$ cat src/rtl/life_seq.sv
// Generation sequencer for the life datapath: paces generations, sweeps the cell
// counter while shifting, scans display rows in between. Optional macro: LIFE_SEQ_GEN_CNT_EN.
module life_seq #(
    parameter int X        = 8,
    parameter int Y        = 8,
    parameter int LOG2X    = 3,
    parameter int LOG2Y    = 3,
    parameter int GEN_DIV  = 1000000,
    parameter int SCAN_DIV = 1000,
    parameter int DIV_W    = 20
) (
    input  logic                   clk,
    input  logic                   reset,
    input  logic                   run_toggle,
    input  logic                   step,
    input  logic [2:0]             keys_in,
    output logic [2:0]             keys_out,
    output logic [LOG2X+LOG2Y-1:0] cnt,
    output logic                   nxt_bit,
    output logic                   row_valid,
    output logic                   running,
    output logic                   gen_done,
    output logic [15:0]            gen_count
);
    localparam int               CW        = LOG2X + LOG2Y;
    localparam logic [CW-1:0]    LAST_CELL = CW'(X * Y - 1);
    localparam logic [LOG2Y-1:0] LAST_ROW  = LOG2Y'(Y - 1);
    localparam logic [DIV_W-1:0] GEN_LOAD  = DIV_W'(GEN_DIV - 1);
    localparam logic [DIV_W-1:0] SCAN_LAST = DIV_W'(SCAN_DIV - 1);

    typedef enum logic [1:0] {IDLE, WAIT, SHIFT, DONE} state_t;

    state_t           state, state_d;
    logic [DIV_W-1:0] gen_pre, gen_pre_d;
    logic [DIV_W-1:0] scan_pre, scan_pre_d;
    logic [CW-1:0]    cnt_d;
    logic [LOG2Y-1:0] row, row_nxt;
    logic             running_d, nxt_bit_d, row_valid_d, gen_done_d;
    logic [2:0]       keys_out_d;
    logic             scan_now, scan_next;

    assign scan_now  = (state == IDLE) || (state == WAIT);
    assign scan_next = (state_d == IDLE) || (state_d == WAIT);
    assign row       = cnt[CW-1:LOG2X];
    assign row_nxt   = (row == LAST_ROW) ? '0 : row + LOG2Y'(1);

    always_ff @(posedge clk) begin
        if (reset) state <= IDLE;
        else       state <= state_d;
    end

    always_comb begin
        state_d = state;
        case (state)
            IDLE: begin
                // A toggle in the same cycle as step wins; step is dropped.
                if (running)                 state_d = WAIT;
                else if (step && !run_toggle) state_d = SHIFT;
            end
            WAIT: begin
                if (!running)          state_d = IDLE;
                else if (gen_pre == '0) state_d = SHIFT;
            end
            SHIFT:   if (cnt == LAST_CELL) state_d = DONE;
            DONE:    state_d = running ? WAIT : IDLE;
            default: state_d = IDLE;
        endcase
    end

    always_comb begin
        running_d  = running ^ run_toggle;
        gen_pre_d  = gen_pre;
        scan_pre_d = scan_pre;
        cnt_d      = cnt;
        if (state_d == WAIT && state != WAIT) gen_pre_d = GEN_LOAD;
        else if (state == WAIT && gen_pre != '0) gen_pre_d = gen_pre - DIV_W'(1);

        // cnt is shared: row scan while idle/waiting, cell index while shifting.
        if (scan_now && scan_next) begin
            if (scan_pre == SCAN_LAST) begin
                scan_pre_d = '0;
                cnt_d      = {row_nxt, {LOG2X{1'b0}}};
            end else begin
                scan_pre_d = scan_pre + DIV_W'(1);
            end
        end else if (state == SHIFT && state_d == SHIFT) begin
            cnt_d = cnt + CW'(1);
        end else begin
            cnt_d      = '0;
            scan_pre_d = '0;
        end

        nxt_bit_d   = (state_d == SHIFT);
        row_valid_d = scan_next;
        gen_done_d  = (state_d == DONE);
        // Only pass keys when both this and the next cycle are outside a generation.
        keys_out_d  = (scan_now && scan_next) ? keys_in : 3'b000;
    end

    always_ff @(posedge clk) begin
        if (reset) begin
            running   <= 1'b0;
            gen_pre   <= '0;
            scan_pre  <= '0;
            cnt       <= '0;
            nxt_bit   <= 1'b0;
            row_valid <= 1'b1;
            gen_done  <= 1'b0;
            keys_out  <= 3'b000;
        end else begin
            running   <= running_d;
            gen_pre   <= gen_pre_d;
            scan_pre  <= scan_pre_d;
            cnt       <= cnt_d;
            nxt_bit   <= nxt_bit_d;
            row_valid <= row_valid_d;
            gen_done  <= gen_done_d;
            keys_out  <= keys_out_d;
        end
    end

`ifdef LIFE_SEQ_GEN_CNT_EN
    always_ff @(posedge clk) begin
        if (reset)                 gen_count <= 16'h0000;
        else if (state_d == DONE)  gen_count <= gen_count + 16'd1;
    end
`else
    assign gen_count = 16'h0000;
`endif

endmodule

$ cat config.mk
export PLATFORM = sky130hd
export DESIGN_NAME = life_seq
export DESIGN_NICKNAME = d
export VERILOG_FILES = /design/src/rtl/life_seq.sv
export SDC_FILE = /design/constraint.sdc
export NUM_CORES = 1
export LEC_CHECK = 0
export BUFFER_PORTS_ARGS = -buffer_cell sky130_fd_sc_hd__buf_2
export CAP_MARGIN = 40
export CORE_ASPECT_RATIO = 1.25
export CORE_MARGIN = 2
export CORE_UTILIZATION = 24
export CTS_CLUSTER_DIAMETER = 100
export DETAILED_ROUTE_END_ITERATION = 16
export HOLD_SLACK_MARGIN = 0.03
export PLACE_DENSITY = 0.47
export SKIP_CTS_REPAIR_TIMING = 1
export SLEW_MARGIN = 20
export SYNTH_ARGS = -nofsm -noshare
export SYNTH_HDL_FRONTEND = slang
export SYNTH_SLANG_ARGS = --single-unit
$ cat constraint.sdc
create_clock -name clk -period 3.9 [get_ports clk]
set_input_delay 0.39 -clock clk [delete_from_list [all_inputs] [get_ports clk]]
set_output_delay 0.39 -clock clk [all_outputs]
set_load 0.01 [all_outputs]
Word level (Yosys, flattened, before mapping)

Cells that the tools add are included.

Register bits: 55
Bits of input ports: 7
Output and inout port bits: 29
Logic and storage cells: 59

Add/subtract/negate cells: 4
Eq/ne operators: 12
Muxes and demuxes: 16
Bitwise logic cells: 2
Reductions and logical operators: 15

Operators with widths:

| cell                    | number |
|---|---|
| $mux W20                | 5 |
| $add A20 B1 Y20 const B | 1 |
| $eq A20 B10 Y1 const B  | 1 |
| $logic_not A20 Y1       | 1 |
| $reduce_bool A20 Y1     | 1 |
| $sub A20 B1 Y20 const B | 1 |
| $mux W6                 | 3 |
| $mux W2                 | 5 |
| $eq A2 B2 Y1 const B    | 4 |
| $pmux W2 S4             | 1 |
| $add A6 B1 Y6 const B   | 1 |
| $eq A6 B6 Y1 const B    | 1 |
| $logic_and A1 B1 Y1     | 5 |
| $eq A2 B1 Y1 const B    | 2 |
| $logic_not A2 Y1        | 2 |
| $ne A2 B1 Y1 const B    | 2 |
| $reduce_or A2 Y1        | 2 |
| $add A3 B1 Y3 const B   | 1 |
| $eq A3 B3 Y1 const B    | 1 |
| $mux W3                 | 1 |
| $logic_or A1 B1 Y1      | 2 |
| $ne A2 B2 Y1 const B    | 1 |
| $reduce_bool A2 Y1      | 1 |
| $logic_not A1 Y1        | 1 |
| other kinds (3)         | 3 |

Logic depth before layout (Yosys ltp)

Gate-level depths: netlist of run 1.

Depth in word-level cells: 10
Depth in mapped cells: 9
Mapped depth without buffers: 7

Worst setup path after synthesis of run 1

OpenSTA, ideal clock, no wires.

Path kind: register to register
Start point: register gen_pre[0]
End point: register gen_pre[19]
Library setup time: 0.074 ns
Arrival: 2.054 ns
Required time: 3.826 ns
Setup slack: 1.771 ns
Stages on the path, launching flop included: 9
Buffers on the path: 1
Period minus slack after synthesis: 2.129 ns
Cells stage by stage: dfxtp_1 inv_1 ha_1 or4b_4 or4_4 o2111ai_4 buf_6 o31ai_1 a31oi_1

Word-level cells in the longest chain between the ends: 7
Elaborated cells on any way between the ends: 12
Classes of those cells: add/sub (1); eq/ne (1); mux (5); reduce/logical (5)

RTL lines:

| element                                               | line | text |
|---|---|---|
| from (decl)                                           | 34   | `logic [DIV_W-1:0] gen_pre, gen_pre_d;` |
| from (signal assigned)                                | 112  | `gen_pre <= gen_pre_d;` |
| $logic_not A20 Y1                                     | 62   | `else if (gen_pre == '0) state_d = SHIFT;` |
| $mux W2                                               | 62   |  |
| $mux W2                                               | 61   | `if (!running) state_d = IDLE;` |
| $pmux W2 S4                                           | 54   | `case (state)` |
| $eq A2 B1 Y1                                          | 75   | `if (state_d == WAIT && state != WAIT) gen_pre_d = GEN_LOAD;` |
| $logic_and A1 B1 Y1                                   | 75   |  |
| $mux W20 / $reduce_bool A2 Y1 (equally long branches) | -    |  |

Parallel ways exist; a longest one is shown, timed or not. The select of a mux whose other input is x is not followed.
A chain may end at the register's enable or synchronous reset.

Final worst setup path of run 1

Start point: register scan_pre[0]
End point: register cnt[5]

Word-level cells in the longest chain between the ends: 2

RTL lines:

| element                       | line | text |
|---|---|---|
| from (decl)                   | 35   | `logic [DIV_W-1:0] scan_pre, scan_pre_d;` |
| from (signal assigned)        | 113  | `scan_pre <= scan_pre_d;` |
| $eq A20 B10 Y1                | 80   | `if (scan_pre == SCAN_LAST) begin` |
| $ne A2 B1 Y1 (no source line) | -    |  |
| to (signal assigned)          | 114  | `cnt <= cnt_d;` |
| to (decl)                     | 18   | `output logic [LOG2X+LOG2Y-1:0] cnt,` |

Every way passes these cells.

==> results summary, run 1 <==
In the synthesized netlist the dominant register cell turns out to be dfxtp_1. The worst max-slew margin expressed relative to the limit is 54.5%. The via count of the routed design is 2383. The slew of the pin with the lowest slew margin is 681 ps. The switching share of total power came out at 28.9%. The synthesis warning total is 0.

The clock latency on the worst-skew pair is 290 ps. The core area came out at 11600 um2. Setup repair after global routing left no endpoint under its margin.

The worst path meets setup with 1310 ps of slack. Timing would allow up to 386 MHz. The total clock sinks is 55. The static leakage came out at 1.10 nW. The detail route stage leaves a number of antenna-violating nets equal to 0. The internal power summed over all cells came out at 0.00101 W.

The area growth from synthesis to layout came out at 13.7%. The type of the worst min-delay path is in -> reg. The wire length per cell came out at 12.5 um.

The number of max-slew violations in the final report is 0. The flow ran to the end, and the final reports show no timing, DRC or antenna violations. The placement-stage worst setup slack came out at 1330 ps. The first routing iteration left 122 violations. The length of the first detailed-routing pass in iterations came out at 4. The endpoint arrival time on the critical path is 2780 ps. The number of hold violations in the final report came out at 0. Counting both buffers and inverters, the worst setup path holds a total of 0.

The setup total negative slack is 0 ps. The tree is rooted in a clkbuf_16. The required time of the worst setup path is 4090 ps. The residual DRC count is 0. The initial antenna violation count is 0.

The longest clock path from root to sink contains 2 buffers. The placed wire-length estimate came out at 4.39 mm. For this block, the routed nets add up to 6.34 mm of wire.

TritonCTS built the clock tree. In the layout the commonest cells are dfxtp_1, xnor2_1, nor3_1, buf_2, nand3_1. The largest single stage delay on the critical path is 620 ps.

The first global-routing pass estimated 11.1 mm of wire. TritonCTS created 5 clock buffers. The final worst hold slack came out at 338 ps. The number of enable flip-flop cells after synthesis came out at 0.

The part of the power in registers came out at 44.6%. The via count of the first global-routing pass came to 2363. The clock input transition at the sequential cells of the worst setup and hold paths is 70 ps.

The number of placed I/O pins is 36. On the critical path, the stage with the largest delay is an instance of nand4b_1. Each instance of the synthesized netlist takes up on average 8.61 um2. By startpoint and endpoint, the worst setup path is classified as reg -> reg. The time the final worst path needs with I/O delays and setup is 2590 ps.

The most common cell after layout, fill and taps aside is dfxtp_1. Across the VDD grid, the largest voltage drop is 0.000197 V. For this design the total switching power over the nets is 0.000411 W. The number of placed cells counting well taps came out at 498. Among cell families on the critical path, the largest total delay comes from simple AND/OR/NAND/NOR gates. The worst clock skew is 5.50 ps.

The floorplan die height came out at 126 um. The relative contribution of combinational cells to total power came out at 18.5%. In this run the number of H-tree levels came out at 2. The async set-or-reset flop fraction in the synthesized netlist came out at 0%. The final cycle utilization of the critical path came out at 66.4%. The total power divided by cell area came out at 436 nW/um2. The netlist area before placement came out at 2870 um2. In this run, synthesis produced a sequential element count of 55. The power share of the clock group is 36.9%. After floorplanning, the core was divided into 44 placement rows. Global routing finished with a remaining overflow of 0. The full die area is 12800 um2. The die width came out at 102 um. The number of violations of the max-capacitance limit is 0. The routability congestion estimate from global placement came out at 0.732. The largest fanout of any net on the critical path came out at 17. The count of buffers added on input and output ports is 19.

The fraction of final layout cells sized beyond drive strength 1 is 12.1%. Global routing used 10.5% of the available tracks across all layers. The number of diodes came out at 0. The post-synthesis cell count came out at 333. The critical path goes through ha_1 -> nand3_1 -> or2_2 -> nand4b_1 -> and2_1 -> o32ai_1. The ratio of routed vias to standard cells is 4.70.

The share of the yosys chip area belonging to registers came out at 38.4%. The final non-filler cell total came out at 507. The net count of the finished layout is 358.

The maximum number of pins on one net before global-route repair came out at 47. The effective utilization at floorplan came out at 24.7%. The type of origin of the critical path is a flop. The synthesized netlist contains 50 unique library cells. The design draws 0.00142 W. Setup violations remaining at the end of the flow were counted as 0. The worst setup path is captured at a flop.
[cells in the mapped netlist, drive strengths merged (2+ instances only)]
master / n / area share [%]
a32oi: 2 / 0.61
a211oi: 4 / 1.0
nand2: 16 / 2.1
a31oi: 13 / 2.8
dfxtp: 55 / 38
o21ai: 11 / 1.9
nor3b: 2 / 0.52
nand2b: 6 / 1.3
inv: 8 / 1.0
nand4b: 3 / 0.92
xnor2: 23 / 7.0
a21o: 2 / 0.52
or2: 4 / 0.87
a221oi: 2 / 0.61
a21oi: 17 / 3.0
nor2b: 2 / 0.44
nand4: 7 / 1.5
nor4b: 2 / 0.61
and3: 2 / 0.44
nor4: 16 / 4.0
or4: 8 / 2.2
nor3: 19 / 3.3
nor2: 17 / 2.2
buf: 21 / 5.2
a2111oi: 2 / 0.61
or3: 9 / 2.0
ha: 6 / 2.6
o31ai: 6 / 1.6
and2: 2 / 0.44
clkbuf: 12 / 1.6
nand3: 18 / 3.1
and3b: 3 / 0.92
o211ai: 2 / 0.52
[flip-flops by register name (all words and copies together) (netlist names)]
register,flops
state,2
nxt_bit,1
scan_pre,20
gen_done,1
gen_pre,20
row_valid,1
running,1
cnt,6
keys_out,3
[per-stage QoR]
stage	util, %	cell area [um2]
2_1_floorplan	-	2920
3_3_place_gp	26.3	3050
3_5_place_dp	26.4	3070
4_1_cts	27.9	3240
5_1_grt	28.1	3260
6_report	28.1	3260
[metal layers]
metal	share of wire [%]	global-route usage, %	routed length (um)	vias up
met1	45	12.5	2830	1130
met4	0.90	3.26	57	0
met3	2.3	2.16	146	5
met5	0	0	0	-
met2	52	18.7	3310	20
li1	-	-	-	1228
[logic make-up (layout without fill, tap and decap cells)]
family	Yosys count	after routing	synth area share [%]
and+or+nand+nor	140	140	28.3
AOI/OAI and AO/OA	66	66	15.3
adders and majority gates	6	6	2.62
xor gates and xnor gates	23	23	7.02
buffers and inverters	41	39	7.81
other	1	16	0.131
DFF	55	55	38.4
muxes	1	1	0.393
[power by group through the flow]
stage | combinational, W | clock, W | sequential (W)
after floorplan | 0.000213 | 0 | 0.000639
after detailed placement | 0.000262 | 0 | 0.000646
after global placement | 0.000257 | 0 | 0.000645
after CTS | 0.000265 | 0.000544 | 0.000633
final | 0.000264 | 0.000524 | 0.000634
after global routing | 0.000302 | 0.000563 | 0.000640
[final timing paths]
kind | startpoint | to | slack [ps] | depth (start not counted)
worst min register to register | gen_pre[13]$_SDFFE_PP0P_ | gen_pre[13]$_SDFFE_PP0P_ | 490 | 2
worst max-delay path | scan_pre[0]$_SDFFE_PP0P_ | cnt[5]$_SDFFE_PP0P_ | 1310 | 6
worst min-delay path | keys_in[1] | keys_out[1]$_SDFF_PP0_ | 340 | 2
worst max register to register | scan_pre[0]$_SDFFE_PP0P_ | cnt[5]$_SDFFE_PP0P_ | 1310 | 6
[final cells by class]
cell class | instances | area (um2)
clock buffer | 6 | 139
clock inverter | 2 | 35.0
fill | 1225 | 8360
inverter | 8 | 30.0
multi-input combinational | 252 | 1610
sequential | 55 | 1100
tap | 161 | 201
timing repair buffer | 23 | 141
Note: power is estimated with default switching activity, not from simulation.
==> inputs of run 2 (changes only) <==
PLACE_DENSITY = 0.48   (was 0.47)
clock period = 2.33 ns   (was 3.9 ns; I/O delays follow)
==> run 2 against run 1 <==
Compared with the run above:
- die area unchanged
- final cell count up 4.7%
- cell area up 6.3%
- critical path depth up 2
- routed wire length up 5.2%
- non-clock buffer count up 24
- fmax up 14%
- largest cell class unchanged
- sequential power up 67%
- count of clock-buffer cells in the layout unchanged
- combinational power up 100%
==> results summary, run 2 (same netlist as run 1, synthesis figures left out) <==
The initial detailed-routing violation count is 156. After global routing the overflow that remains totals 0. The critical path is of the reg -> reg type. Summing internal, switching and leakage power gives 0.00234 W. Measured along the y axis, the die boundary spans 126 um. Wire segments on met2 add up to 3.40 mm in the final route.

The buffer levels on the longest clock path is 2. The library cell used most frequently in the layout, excluding fill and tap cells, is dfxtp_1. Across the whole layout, storage elements account for 1100 um2. The core area came out at 11600 um2.

The detailed-routing wirelength on met1 came out at 2.98 mm. The number of placed cells counting well taps came out at 518. The worst max-slew margin expressed relative to the limit is 66.0%. The run finished with clean final reports.

The overall routing resource usage is 10.7%. The worst clock skew is 10.1 ps. After detailed routing, the met3 layer carries 165 um of wire. The residual DRC count is 0. The wire length per cell came out at 12.6 um.

The number of violations of the max-capacitance limit came out at 0. The total power divided by cell area is 676 nW/um2. The library cells used most frequently in the layout, excluding fill and tap cells, are dfxtp_1, buf_4, xnor2_1. The final non-filler cell total is 531. The clock input transition at the sequential cells of the worst setup and hold paths came out at 80 ps.

The final antenna-violating net count is 0. For the worst setup path, the data required time is 2510 ps. The maximum vdd drop came out at 0.000284 V.

STA classifies the critical path endpoint as a flop. The total wirelength of the detailed-routed design is 6.67 mm. The maximum number of pins on one net before global-route repair came out at 29. The initial antenna violation count came out at 0. TritonCTS built the clock tree. The maximum level of the CTS H-tree is 2. The largest fanout of any net on the critical path is 4. The worst setup path is launched from a flop.

The full die area is 12800 um2. The area of the multi-input gates came out at 1620 um2. The highest routing layer actually used is met4. The final count of negative-setup-slack endpoints is 0.

The number of hold violations in the final report is 0. The endpoint arrival time on the critical path came out at 2460 ps. The via count of the routed design came out at 2492. The via count of the first global-routing pass came out at 2353.

The floorplan has 44 rows. The number of input and output port buffers inserted is 19. Measured along the x axis, the die boundary spans 102 um. At the later pin of the worst-skew pair, clock insertion delay measures 300 ps. The clock root buffer is clkbuf_16.

The type of the worst min-delay path is in -> reg. The number of max-slew violations in the final report is 0. The static leakage came out at 1.22 nW. The maximum clock frequency is 438 MHz.

The filler cell count came out at 1234. The placed wire-length estimate is 4.68 mm. After detailed routing, the number of vias per cell comes to 4.69. The length of the first detailed-routing pass in iterations is 4. At the pin with the least slew margin, the transition time is 498 ps. The effective utilization at floorplan is 24.7%. The repair_antennas step left the layout with diodes totalling 0. The number of placed I/O pins came out at 36. Routability-driven placement finished with a final weighted congestion of 0.803.

The first global-routing pass estimated 11.1 mm of wire. The total clock sinks came out at 55. The clock period could shrink to 2280 ps. The area growth from synthesis to layout came out at 20.9%.

The final net count is 382. The number of buffers created by CTS is 5. Setup repair after global routing could not meet its margin everywhere. The final cycle utilization of the critical path came out at 97.9%. The fraction of final layout cells sized beyond drive strength 1 came out at 18.9%. The largest registers in the layout are gen_pre (20), scan_pre (20), cnt (6).

Final hold analysis gives a worst-case slack of 176 ps.
## run 2: where the power goes
group | internal (W) | switching (W)
Clock | 0.000398 | 0.000349
Sequential | 0.000998 | 0.0000591
Combinational | 0.000229 | 0.000310
## run 2: worst paths after layout
check,startpoint,endpoint,slack [ps],depth (start not counted)
worst max-delay path,gen_pre[1]$_SDFFE_PP0P_,gen_pre[3]$_SDFFE_PP0P_,50,8
worst max register to register,gen_pre[1]$_SDFFE_PP0P_,gen_pre[3]$_SDFFE_PP0P_,50,8
worst min register to register,gen_pre[13]$_SDFFE_PP0P_,gen_pre[13]$_SDFFE_PP0P_,500,2
worst min-delay path,keys_in[2],keys_out[2]$_SDFF_PP0_,180,2
## run 2: layout make-up
class | count | area share (%)
repair buffers | 47 | 10.5
clock inverters | 2 | 0.361
inverters | 8 | 0.866
multi-input cells | 252 | 46.8
well taps | 161 | 5.81
clock buffers | 6 | 3.72
flip-flops and latches | 55 | 31.9
## run 2: worst max-delay path: stages (launching register included)
cell       delay (ps)
dfxtp_1           340
inv_2              70
ha_1              120
or4b_4            470
or4_4             460
o2111ai_4         320
clkbuf_16         210
buf_4             100
a31oi_2            70
## run 2: per-layer routing
layer | GRT usage, % | vias to the layer above
met5 | 0 | -
met4 | 4.61 | 0
met2 | 18.3 | 25
li1 | - | 1271
met1 | 12.7 | 1187
met3 | 2.28 | 9
## run 2: stage by stage
| step | setup TNS, ps | utilization, % | area (um2) | setup WS [ps] |
|---|---|---|---|---|
| floorplan | 0 | - | 2920 | 201 |
| global placement | 0 | 27.8 | 3230 | 159 |
| detailed placement | 0 | 27.8 | 3230 | 118 |
| CTS | 0 | 29.0 | 3370 | 96.2 |
| global route | -260 | 29.8 | 3470 | -45.3 |
| finish | 0 | 29.8 | 3470 | 48.9 |
